--- src/rtl/tetris_pkg.sv ---
// Shared types and constants for the falling-piece move controller.
package tetris_pkg;

  // Default playfield size.
  localparam int GRID_ROWS = 22;
  localparam int GRID_COLS = 10;

  // Pieces live in a 5x5 box; each extracted cell carries a 3-bit colour.
  localparam int PIECE_DIM   = 5;
  localparam int PIECE_CELLS = PIECE_DIM * PIECE_DIM;
  localparam int COLOR_W     = 3;

  // Number of cycles the extractor is enabled for one candidate.
  localparam int EXT_WINDOW = 25;

  typedef enum logic [1:0] {
    OP_LEFT   = 2'd0,
    OP_RIGHT  = 2'd1,
    OP_DOWN   = 2'd2,
    OP_ROTATE = 2'd3
  } move_op_e;

  typedef enum logic [2:0] {
    S_IDLE    = 3'd0,
    S_BOUNDS  = 3'd1,
    S_EXTRACT = 3'd2,
    S_COMPARE = 3'd3,
    S_RESP    = 3'd4
  } move_state_e;

  // Bit 5*i+j is cell (i,j).
  typedef logic [PIECE_CELLS-1:0] piece_mask_t;
  // Cell (i,j) occupies bits [15i+3j+2 : 15i+3j].
  typedef logic [PIECE_CELLS*COLOR_W-1:0] piece_frame_t;

endpackage

--- src/rtl/frame_collide.sv ---
// Combinational collision test: any cell that the piece occupies and whose
// extracted colour is nonzero counts as a hit.
module frame_collide
  import tetris_pkg::*;
(
  input  logic [PIECE_CELLS-1:0]         mask,
  input  logic [PIECE_CELLS*COLOR_W-1:0] frame,
  output logic                           hit
);

  logic [PIECE_CELLS-1:0] cell_hit;

  // Cell index 5i+j maps to colour field 3*(5i+j), so a flat walk suffices.
  generate
    for (genvar gi = 0; gi < PIECE_CELLS; gi++) begin : g_cell
      assign cell_hit[gi] = mask[gi] & (|frame[gi*COLOR_W +: COLOR_W]);
    end
  endgenerate

  assign hit = |cell_hit;

endmodule

--- src/rtl/move_ctrl.sv ---
// Move controller: accepts a move request, bounds-checks the candidate
// position, runs the frame extractor over the candidate, checks for a
// collision and returns a one-cycle response with the resulting anchor.
module move_ctrl
  import tetris_pkg::*;
#(
  parameter int GRID_ROWS    = tetris_pkg::GRID_ROWS,
  parameter int GRID_COLS    = tetris_pkg::GRID_COLS,
  parameter int DONE_TIMEOUT = 16
) (
  input  logic        clk,
  input  logic        rst,
  input  logic        req_valid,
  input  logic [1:0]  req_op,
  output logic        req_ready,
  input  logic [4:0]  cur_row,
  input  logic [3:0]  cur_col,
  input  logic [24:0] piece_mask,
  input  logic [24:0] rot_mask,
  output logic        ext_en,
  output logic [4:0]  ext_row,
  output logic [3:0]  ext_col,
  input  logic        ext_done,
  input  logic [74:0] ext_frame,
  output logic        resp_valid,
  output logic        resp_ok,
  output logic        resp_landed,
  output logic        resp_err,
  output logic [4:0]  new_row,
  output logic [3:0]  new_col
);

  localparam int TO_W = (DONE_TIMEOUT < 2) ? 1 : $clog2(DONE_TIMEOUT);
  localparam logic [TO_W-1:0] TO_LAST  = TO_W'(DONE_TIMEOUT - 1);
  localparam logic [4:0]      WIN_LAST = 5'(EXT_WINDOW);
  localparam int ROW_MAX = GRID_ROWS - PIECE_DIM;
  localparam int COL_MAX = GRID_COLS - PIECE_DIM;

  // State and datapath registers.
  move_state_e  state_reg,       state_next;
  move_op_e     op_reg,          op_next;
  logic [4:0]   row_reg,         row_next;
  logic [3:0]   col_reg,         col_next;
  piece_mask_t  mask_reg,        mask_next;
  piece_frame_t frame_reg,       frame_next;
  logic [4:0]   win_cnt_reg,     win_cnt_next;
  logic [TO_W-1:0] to_cnt_reg,   to_cnt_next;
  logic [4:0]   ext_row_reg,     ext_row_next;
  logic [3:0]   ext_col_reg,     ext_col_next;
  logic         resp_ok_reg,     resp_ok_next;
  logic         resp_landed_reg, resp_landed_next;
  logic         resp_err_reg,    resp_err_next;
  logic [4:0]   new_row_reg,     new_row_next;
  logic [3:0]   new_col_reg,     new_col_next;

  // Candidate position, one bit wider than the anchor so that a step off
  // either edge shows up as a large value instead of wrapping.
  logic [5:0] cand_row_w;
  logic [4:0] cand_col_w;
  logic       cand_oob;
  logic       win_open;
  logic       hit;

  // Candidate anchor derived from the latched request.
  always_comb begin
    cand_row_w = {1'b0, row_reg};
    cand_col_w = {1'b0, col_reg};
    unique case (op_reg)
      OP_LEFT:   cand_col_w = {1'b0, col_reg} - 5'd1;
      OP_RIGHT:  cand_col_w = {1'b0, col_reg} + 5'd1;
      OP_DOWN:   cand_row_w = {1'b0, row_reg} + 6'd1;
      default:   ;
    endcase
  end

  // Left from column 0 sets the extra MSB; everything else is a range check.
  assign cand_oob = ((op_reg == OP_LEFT) && cand_col_w[4])
                  || (int'(cand_col_w) > COL_MAX)
                  || (int'(cand_row_w) > ROW_MAX);

  assign win_open = (win_cnt_reg != WIN_LAST);

  frame_collide u_collide (
    .mask  (mask_reg),
    .frame (frame_reg),
    .hit   (hit)
  );

  // Next-state and datapath updates; every register holds by default.
  always_comb begin
    state_next       = state_reg;
    op_next          = op_reg;
    row_next         = row_reg;
    col_next         = col_reg;
    mask_next        = mask_reg;
    frame_next       = frame_reg;
    win_cnt_next     = win_cnt_reg;
    to_cnt_next      = to_cnt_reg;
    ext_row_next     = ext_row_reg;
    ext_col_next     = ext_col_reg;
    resp_ok_next     = resp_ok_reg;
    resp_landed_next = resp_landed_reg;
    resp_err_next    = resp_err_reg;
    new_row_next     = new_row_reg;
    new_col_next     = new_col_reg;

    unique case (state_reg)
      S_IDLE: begin
        if (req_valid && req_ready) begin
          op_next    = move_op_e'(req_op);
          row_next   = cur_row;
          col_next   = cur_col;
          mask_next  = (move_op_e'(req_op) == OP_ROTATE) ? rot_mask : piece_mask;
          state_next = S_BOUNDS;
        end
      end

      S_BOUNDS: begin
        if (cand_oob) begin
          // Refused without touching the extractor; a blocked down move
          // means the piece has reached the floor.
          resp_ok_next     = 1'b0;
          resp_landed_next = (op_reg == OP_DOWN);
          resp_err_next    = 1'b0;
          new_row_next     = row_reg;
          new_col_next     = col_reg;
          state_next       = S_RESP;
        end else begin
          ext_row_next = cand_row_w[4:0];
          ext_col_next = cand_col_w[3:0];
          win_cnt_next = '0;
          to_cnt_next  = '0;
          state_next   = S_EXTRACT;
        end
      end

      S_EXTRACT: begin
        if (win_open) begin
          // Done is deliberately ignored here: a done left over from a
          // previous operation must not end this one early.
          win_cnt_next = win_cnt_reg + 5'd1;
        end else if (ext_done) begin
          frame_next = ext_frame;
          state_next = S_COMPARE;
        end else if (to_cnt_reg == TO_LAST) begin
          resp_ok_next     = 1'b0;
          resp_landed_next = 1'b0;
          resp_err_next    = 1'b1;
          new_row_next     = row_reg;
          new_col_next     = col_reg;
          state_next       = S_RESP;
        end else begin
          to_cnt_next = to_cnt_reg + 1'b1;
        end
      end

      S_COMPARE: begin
        resp_ok_next     = ~hit;
        resp_landed_next = hit && (op_reg == OP_DOWN);
        resp_err_next    = 1'b0;
        new_row_next     = hit ? row_reg : cand_row_w[4:0];
        new_col_next     = hit ? col_reg : cand_col_w[3:0];
        state_next       = S_RESP;
      end

      S_RESP: begin
        state_next = S_IDLE;
      end

      default: begin
        state_next = S_IDLE;
      end
    endcase
  end

  // Register update with synchronous reset; reset aborts any operation
  // in flight without producing a response.
  always_ff @(posedge clk) begin
    if (rst) begin
      state_reg       <= S_IDLE;
      op_reg          <= OP_LEFT;
      row_reg         <= '0;
      col_reg         <= '0;
      mask_reg        <= '0;
      frame_reg       <= '0;
      win_cnt_reg     <= '0;
      to_cnt_reg      <= '0;
      ext_row_reg     <= '0;
      ext_col_reg     <= '0;
      resp_ok_reg     <= 1'b0;
      resp_landed_reg <= 1'b0;
      resp_err_reg    <= 1'b0;
      new_row_reg     <= '0;
      new_col_reg     <= '0;
    end else begin
      state_reg       <= state_next;
      op_reg          <= op_next;
      row_reg         <= row_next;
      col_reg         <= col_next;
      mask_reg        <= mask_next;
      frame_reg       <= frame_next;
      win_cnt_reg     <= win_cnt_next;
      to_cnt_reg      <= to_cnt_next;
      ext_row_reg     <= ext_row_next;
      ext_col_reg     <= ext_col_next;
      resp_ok_reg     <= resp_ok_next;
      resp_landed_reg <= resp_landed_next;
      resp_err_reg    <= resp_err_next;
      new_row_reg     <= new_row_next;
      new_col_reg     <= new_col_next;
    end
  end

  assign req_ready   = (state_reg == S_IDLE);
  assign resp_valid  = (state_reg == S_RESP);
  assign ext_en      = (state_reg == S_EXTRACT) && win_open;
  assign ext_row     = ext_row_reg;
  assign ext_col     = ext_col_reg;
  assign resp_ok     = resp_ok_reg;
  assign resp_landed = resp_landed_reg;
  assign resp_err    = resp_err_reg;
  assign new_row     = new_row_reg;
  assign new_col     = new_col_reg;

endmodule

--- config.mk ---
export PLATFORM = sky130hd
export DESIGN_NAME = move_ctrl
export DESIGN_NICKNAME = d
export VERILOG_FILES = /design/src/rtl/tetris_pkg.sv /design/src/rtl/frame_collide.sv /design/src/rtl/move_ctrl.sv
export SDC_FILE = /design/constraint.sdc
export NUM_CORES = 1
export LEC_CHECK = 0
export BUFFER_PORTS_ARGS = -buffer_cell sky130_fd_sc_hd__buf_2
export CORE_MARGIN = 2
export CORE_UTILIZATION = 50
export CTS_CLUSTER_SIZE = 28
export DETAILED_ROUTE_END_ITERATION = 7
export PLACE_DENSITY = 0.76
export SLEW_MARGIN = 20
export SYNTH_ARGS = -nofsm -noshare
export SYNTH_HDL_FRONTEND = slang
export SYNTH_SLANG_ARGS = --single-unit
--- constraint.sdc ---
create_clock -name clk -period 2.8 [get_ports clk]
set_input_delay 0.14 -clock clk [delete_from_list [all_inputs] [get_ports clk]]
set_output_delay 0.14 -clock clk [all_outputs]
set_load 0.02 [all_outputs]
-- Yosys cells after proc, flatten, opt, wreduce, memory -nomap -nowiden
Index checks and enable logic that the tools add are counted.
- register bits: 144
- output and inout bits: 24
- add/subtract/negate cells: 5
- bitwise operators: 28
- equality and inequality tests: 18
- $lt $le $gt $ge: 2
- muxes and demuxes: 40
- reduce and logical (&&, ||, !) cells: 43
- operator list (cell ; count):
    OR reduction 3 bit ; 25
    two-way mux 4 bit ; 9
    two-way mux 5 bit ; 7
    AND 1 bit ; 25
    two-way mux 25 bit ; 1
    OR reduction 25 bit ; 1
    case mux 5 bit (2 select lines) ; 2
    two-way mux 3 bit ; 5
    case mux 5 bit (3 select lines) ; 1
    != test 2 bit, second input constant ; 7
    case mux 3 bit (4 select lines) ; 1
    case mux 4 bit (3 select lines) ; 1
    AND reduction 5 bit ; 2
    case mux 1 bit (3 select lines) ; 3
    AND reduction 3 bit ; 3
    two-way mux 1 bit ; 8
    case mux 4 bit (2 select lines) ; 1
    adder 5 x 1 -> 6 bit, second input constant ; 1
    == test 3 x 2 -> 1 bit, second input constant ; 2
    > comparator 6 x 5 -> 1 bit, second input constant ; 1
    two-way mux 6 bit ; 1
    adder 4 x 1 -> 5 bit, second input constant ; 1
    adder 5 x 1 -> 5 bit, second input constant ; 1
    > comparator 5 x 3 -> 1 bit, second input constant ; 1
    18 further kinds ; 26

-- Logic depth before layout (Yosys ltp)
- word-level depth: 7
- gate-level depth with buffers: 11
- mapped depth without buffers: 9

-- Hierarchy
Synthesis repeated with hierarchy kept, for this count alone.
- cells, all modules: 768
- area, all modules: 6159.7 um^2
- by module, submodules not included (module ; area an instance (um^2) ; instances ; cells an instance ; seq. area each (um^2)):
    move_ctrl ; 5909.4 ; 1 ; 733 ; 2882.8
    frame_collide ; 250.2 ; 1 ; 35 ; 0.0

-- Worst setup path before layout
OpenSTA, ideal clock, no wires.
- kind: flip-flop to flip-flop
- from: reg op_reg[1]
- to: reg ext_row_reg[1], in the netlist ext_row[1]
- clock period less this slack: 2.515 ns
- stages on the path, launching flop included: 12
- data arrival time: 2.434 ns
- setup time: 0.081 ns
- path buffers: 2
- setup slack: 0.285 ns
- cells stage by stage: dfxtp_1 buf_6 inv_2 nand2_1 fa_1 a21o_1 a21oi_1 xnor2_1 a31o_2 clkbuf_1 a31oi_1 a211oi_2
- cells in the longest elaborated chain, start to end: 7
- elaborated cells between the ends (all ways): 12
- ends and longest elaborated chain (what ; line ; source):
    start, declared ; move_ctrl.sv:41 ; move_op_e op_reg, op_next;
    start signal, assigned ; move_ctrl.sv:197 ; op_reg <= op_next;
    == test 2 x 1 -> 1 bit or zero test 2 bit (tied branches) ; move_ctrl.sv:68, move_ctrl.sv:77 ;
    case mux 5 bit (2 select lines) ; move_ctrl.sv:68 ; unique case (op_reg)
    > comparator 5 x 3 -> 1 bit or logical AND 1 bit (tied branches) ; move_ctrl.sv:78, move_ctrl.sv:77 ;
    logical OR 1 bit ; move_ctrl.sv:78 ; || (int'(cand_col_w) > COL_MAX)
    logical OR 1 bit ; move_ctrl.sv:79 ; || (int'(cand_row_w) > ROW_MAX);
    inverter 1 bit (no source line) ; - ;
    AND reduction 2 bit (no source line) ; - ;
    end signal, assigned ; move_ctrl.sv:204 ; ext_row_reg <= ext_row_next;
    end, declared ; move_ctrl.sv:48 ; logic [4:0] ext_row_reg, ext_row_next;
Several ways; a longest one is shown, not always the timed one.
A chain may end at the register's enable or synchronous reset.

-- Final worst setup path
- from: reg op_reg[1]
- to: reg win_cnt_reg[1]
- cells in the longest elaborated chain, start to end: 7
- elaborated cells between the ends (all ways): 12
- ends and longest elaborated chain (what ; line ; source):
    == test 2 x 1 -> 1 bit or zero test 2 bit (tied branches) ; move_ctrl.sv:68, move_ctrl.sv:77 ;
    case mux 5 bit (2 select lines) ; move_ctrl.sv:68 ;
    > comparator 5 x 3 -> 1 bit or logical AND 1 bit (tied branches) ; move_ctrl.sv:78, move_ctrl.sv:77 ;
    logical OR 1 bit ; move_ctrl.sv:78 ;
    logical OR 1 bit (*) ; move_ctrl.sv:79 ;
    != test 2 bit (no source line) (*) ; - ;
    AND reduction 3 bit (no source line) (*) ; - ;
    end signal, assigned ; move_ctrl.sv:202 ; win_cnt_reg <= win_cnt_next;
    end, declared ; move_ctrl.sv:46 ; logic [4:0] win_cnt_reg, win_cnt_next;
Every way passes the cells marked *; elsewhere a longest branch is shown, timed or not.

==> results.py <==
metrics = {
    "placed_design": {
        "pre_cts_slack_ns": 0.1352,
        "dp_hpwl_mm": 11.71,
        "placed_area_mm2": 0.007321,
        "numPortBuffers": 163,
        "place.gp.congestion": 0.8714,
    },
    "worst_setup_path": {
        "crit_arrival_ns": 2.98,
        "critPathBufInv": 2,
        "end_kind": "register",
        "crit_required_ns": 3.13,
        "start_kind": "register",
        "path_delay_family": "compound AO/OA/AOI/OAI gates",
        "crit_slowest_cell": "fa_1",
        "path_class": "reg2reg",
        "path_cells": "inv_2, nand2_1, fa_1, a21o_1, a21oi_1, xnor2_1, a31oi_4, nor3_4, buf_12, a2111oi_4",
        "slowest_delay_ns": 0.45,
        "cp_max_fo": 12,
    },
    "detailed_routing": {
        "vias_per_cell": 5.520,
        "drc": 0,
        "drt-initial-drc-count": 653,
        "wl_mm": 20.26,
        "dr.pass1.iters": 5,
        "drt-wirelength-per-cell_um": 16.66,
        "ant_nets": 0,
        "dr_total_vias": 6712,
    },
    "timing": {
        "timing.fmax_ghz": 0.3766,
        "setup_viol": 0,
        "hold_viol_final": 0,
        "max_slew_margin_pct": 31.16,
        "rsz0062_at_grt": "no",
        "slew_violations": 0,
        "fin_skew_ns": 0.01363,
        "tightestPinTransition_ns": 1.030,
        "post-route-period-util_pct": 94.83,
        "worst_slack_ns": 0.1447,
        "fin_setup_tns_ns": 0,
        "period_needed_ns": 2.655,
    },
    "yosys": {
        "synth.area.top_cells": "dfxtp_1 45%, nand2_1 12%, a21oi_1 7.7%",
        "synth_ff_type": "dfxtp_1",
        "yosysUniqueCellTypes": 61,
        "synth_area_mm2": 0.006409,
        "yosys.area.top_type_share_pct": 44.98,
        "synthCells": 781,
        "yosysSeqAreaShare_pct": 44.98,
        "synth_nets": 930,
        "ys_warn_count": 0,
        "synth_top_cell_by_area": "dfxtp_1",
        "synth-seq-cells": 144,
        "avgSynthCellArea_um2": 8.206,
        "async_reset_ff_share_pct": 0,
        "synth_edf_count": 0,
    },
    "die": {
        "fp.dieW_um": 117.2,
        "io_pins": 164,
        "fp.dieArea_mm2": 0.01374,
        "rows": 41,
        "start_util_pct": 50.99,
        "dieHeight_um": 117.2,
        "coreArea_mm2": 0.01257,
    },
    "final_layout": {
        "mostFrequentLayoutCells": "208 x nand2_1, 162 x buf_2, 144 x dfxtp_1",
        "layout-drive-gt1-share_pct": 22.15,
        "area_growth_pct": 42.03,
        "largest_reg_flops": 75,
        "final_common_cell": "nand2_1",
        "fin_area_mm2": 0.009102,
        "finish.utilization_pct": 72.42,
        "fill_cells": 897,
        "layout.nets": 1179,
    },
    "global_routing": {
        "grt_usage_pct": 29.61,
        "antenna_found_initial": 0,
        "overflow": 0,
        "grt_pass1_vias": 6494,
        "grt_first_pass_wirelength_mm": 31.31,
        "grt_max_degree": 76,
    },
    "outcome": {
        "outcome": "finished, final reports clean",
    },
    "pwr": {
        "finalPower_w": 0.005185,
        "p_leak_nw": 3.684,
        "ir_drop_uv": 422.8,
        "pwr_density_cell_mw_per_mm2": 569.7,
    },
    "clock_network": {
        "numCtsBuffers": 17,
        "h-tree-depth": 4,
        "cts_max_path_buffers": 2,
        "clk_pin_slew_worst_paths_ns": 0.06,
        "root_buffer": "clkbuf_16",
        "post_cts_buffers": 0,
        "clock-sinks": 144,
        "clkLatencyLatePin_ns": 0.43,
        "cts_tree": "built",
    },
    "min_path": {
        "hp-class": "in2reg",
    },
    "flow_run": {
        "cap_violations": 0,
    },
}
## cell families after synthesis
family | after synthesis | synth area share, %
simple gates | 335 | 24.23
xor+xnor | 19 | 2.597
mux | 4 | 0.6443
buf+inv | 72 | 4.725
compound gates | 198 | 20.95
fa+ha+maj | 9 | 1.874
flops | 144 | 44.98
## power breakdown
group | switching (W) | internal, W
clock network | 0.000852 | 0.00142
logic | 0.000378 | 0.000350
registers | 0.0000641 | 0.00212
total | 0.00129 | 0.00389
## layout make-up
class / instances / area [µm²] / share of cell area (%)
antenna: 1 / 2.502 / 0.02749
clock buffer: 23 / 457.9 / 5.031
clock inverter: 9 / 133.9 / 1.471
inverter: 11 / 41.29 / 0.4536
multi-input combinational: 565 / 3247 / 35.67
sequential: 144 / 2883 / 31.67
tap: 172 / 215.2 / 2.364
timing repair buffer: 291 / 2122 / 23.31
## cell usage after synthesis, drive strengths merged (3+ instances only)
master and n:
xor2 11, a311oi 25, o21ai 6, ha 8
mux2i 3, nand4b 6, nand4 13, nand2b 3
inv 11, a31o 3, nand3b 6, nor3 8
o22ai 3, a21oi 99, xnor2 8, a211oi 7
dfxtp 144, nand3 33, o211ai 5, nand2 208
nor2 37, o31ai 30, buf 17, and2 3
and4 3, nor3b 3, a31oi 11, clkbuf 44
nor2b 6
## repair_timing
item	in CTS	in global routing
endpoints found under the setup margin	0	2
hold buffers	117	0
endpoints found under the hold margin	107	0
gates resized for setup	0	2
## path summary, 6_finish.rpt
| path | startpoint | endpoint | slack (ns) | cells past startpoint |
|---|---|---|---|---|
| setup reg to reg | op_reg[1]$_SDFFE_PP0P_ | win_cnt_reg[1]$_SDFFE_PP0P_ | 0.14 | 10 |
| hold reg to reg | frame_reg[42]$_SDFFE_PP0P_ | frame_reg[42]$_SDFFE_PP0P_ | 0.45 | 2 |
| hold / removal | rot_mask[19] | mask_reg[19]$_SDFFE_PP0P_ | 0.01 | 3 |
| setup / recovery | op_reg[1]$_SDFFE_PP0P_ | win_cnt_reg[1]$_SDFFE_PP0P_ | 0.14 | 10 |
## worst reg2reg max path, cell delays in order (launching register included)
cell	delay, ns
dfxtp_1	0.39
inv_2	0.14
nand2_1	0.17
fa_1	0.45
a21o_1	0.20
a21oi_1	0.19
xnor2_1	0.15
a31oi_4	0.31
nor3_4	0.09
buf_12	0.16
a2111oi_4	0.30
## metrics by stage
step                      hold WS, ns  cells
after detailed placement       0.3857   1066
after CTS                    0.002787   1215
final                        0.009968   1216
after global placement         0.3835   1066
after global routing         0.008063   1215
after floorplan                0.2760    781
## metal layers
layer	share of wire [%]	up-vias	track usage, %
met5	0	-	0
met2	50	301	51.19
li1	-	3243	-
met1	40	3113	34.27
met4	3.6	0	14.67
met3	6.5	55	7.106
Note: power is estimated with default switching activity, not from simulation.
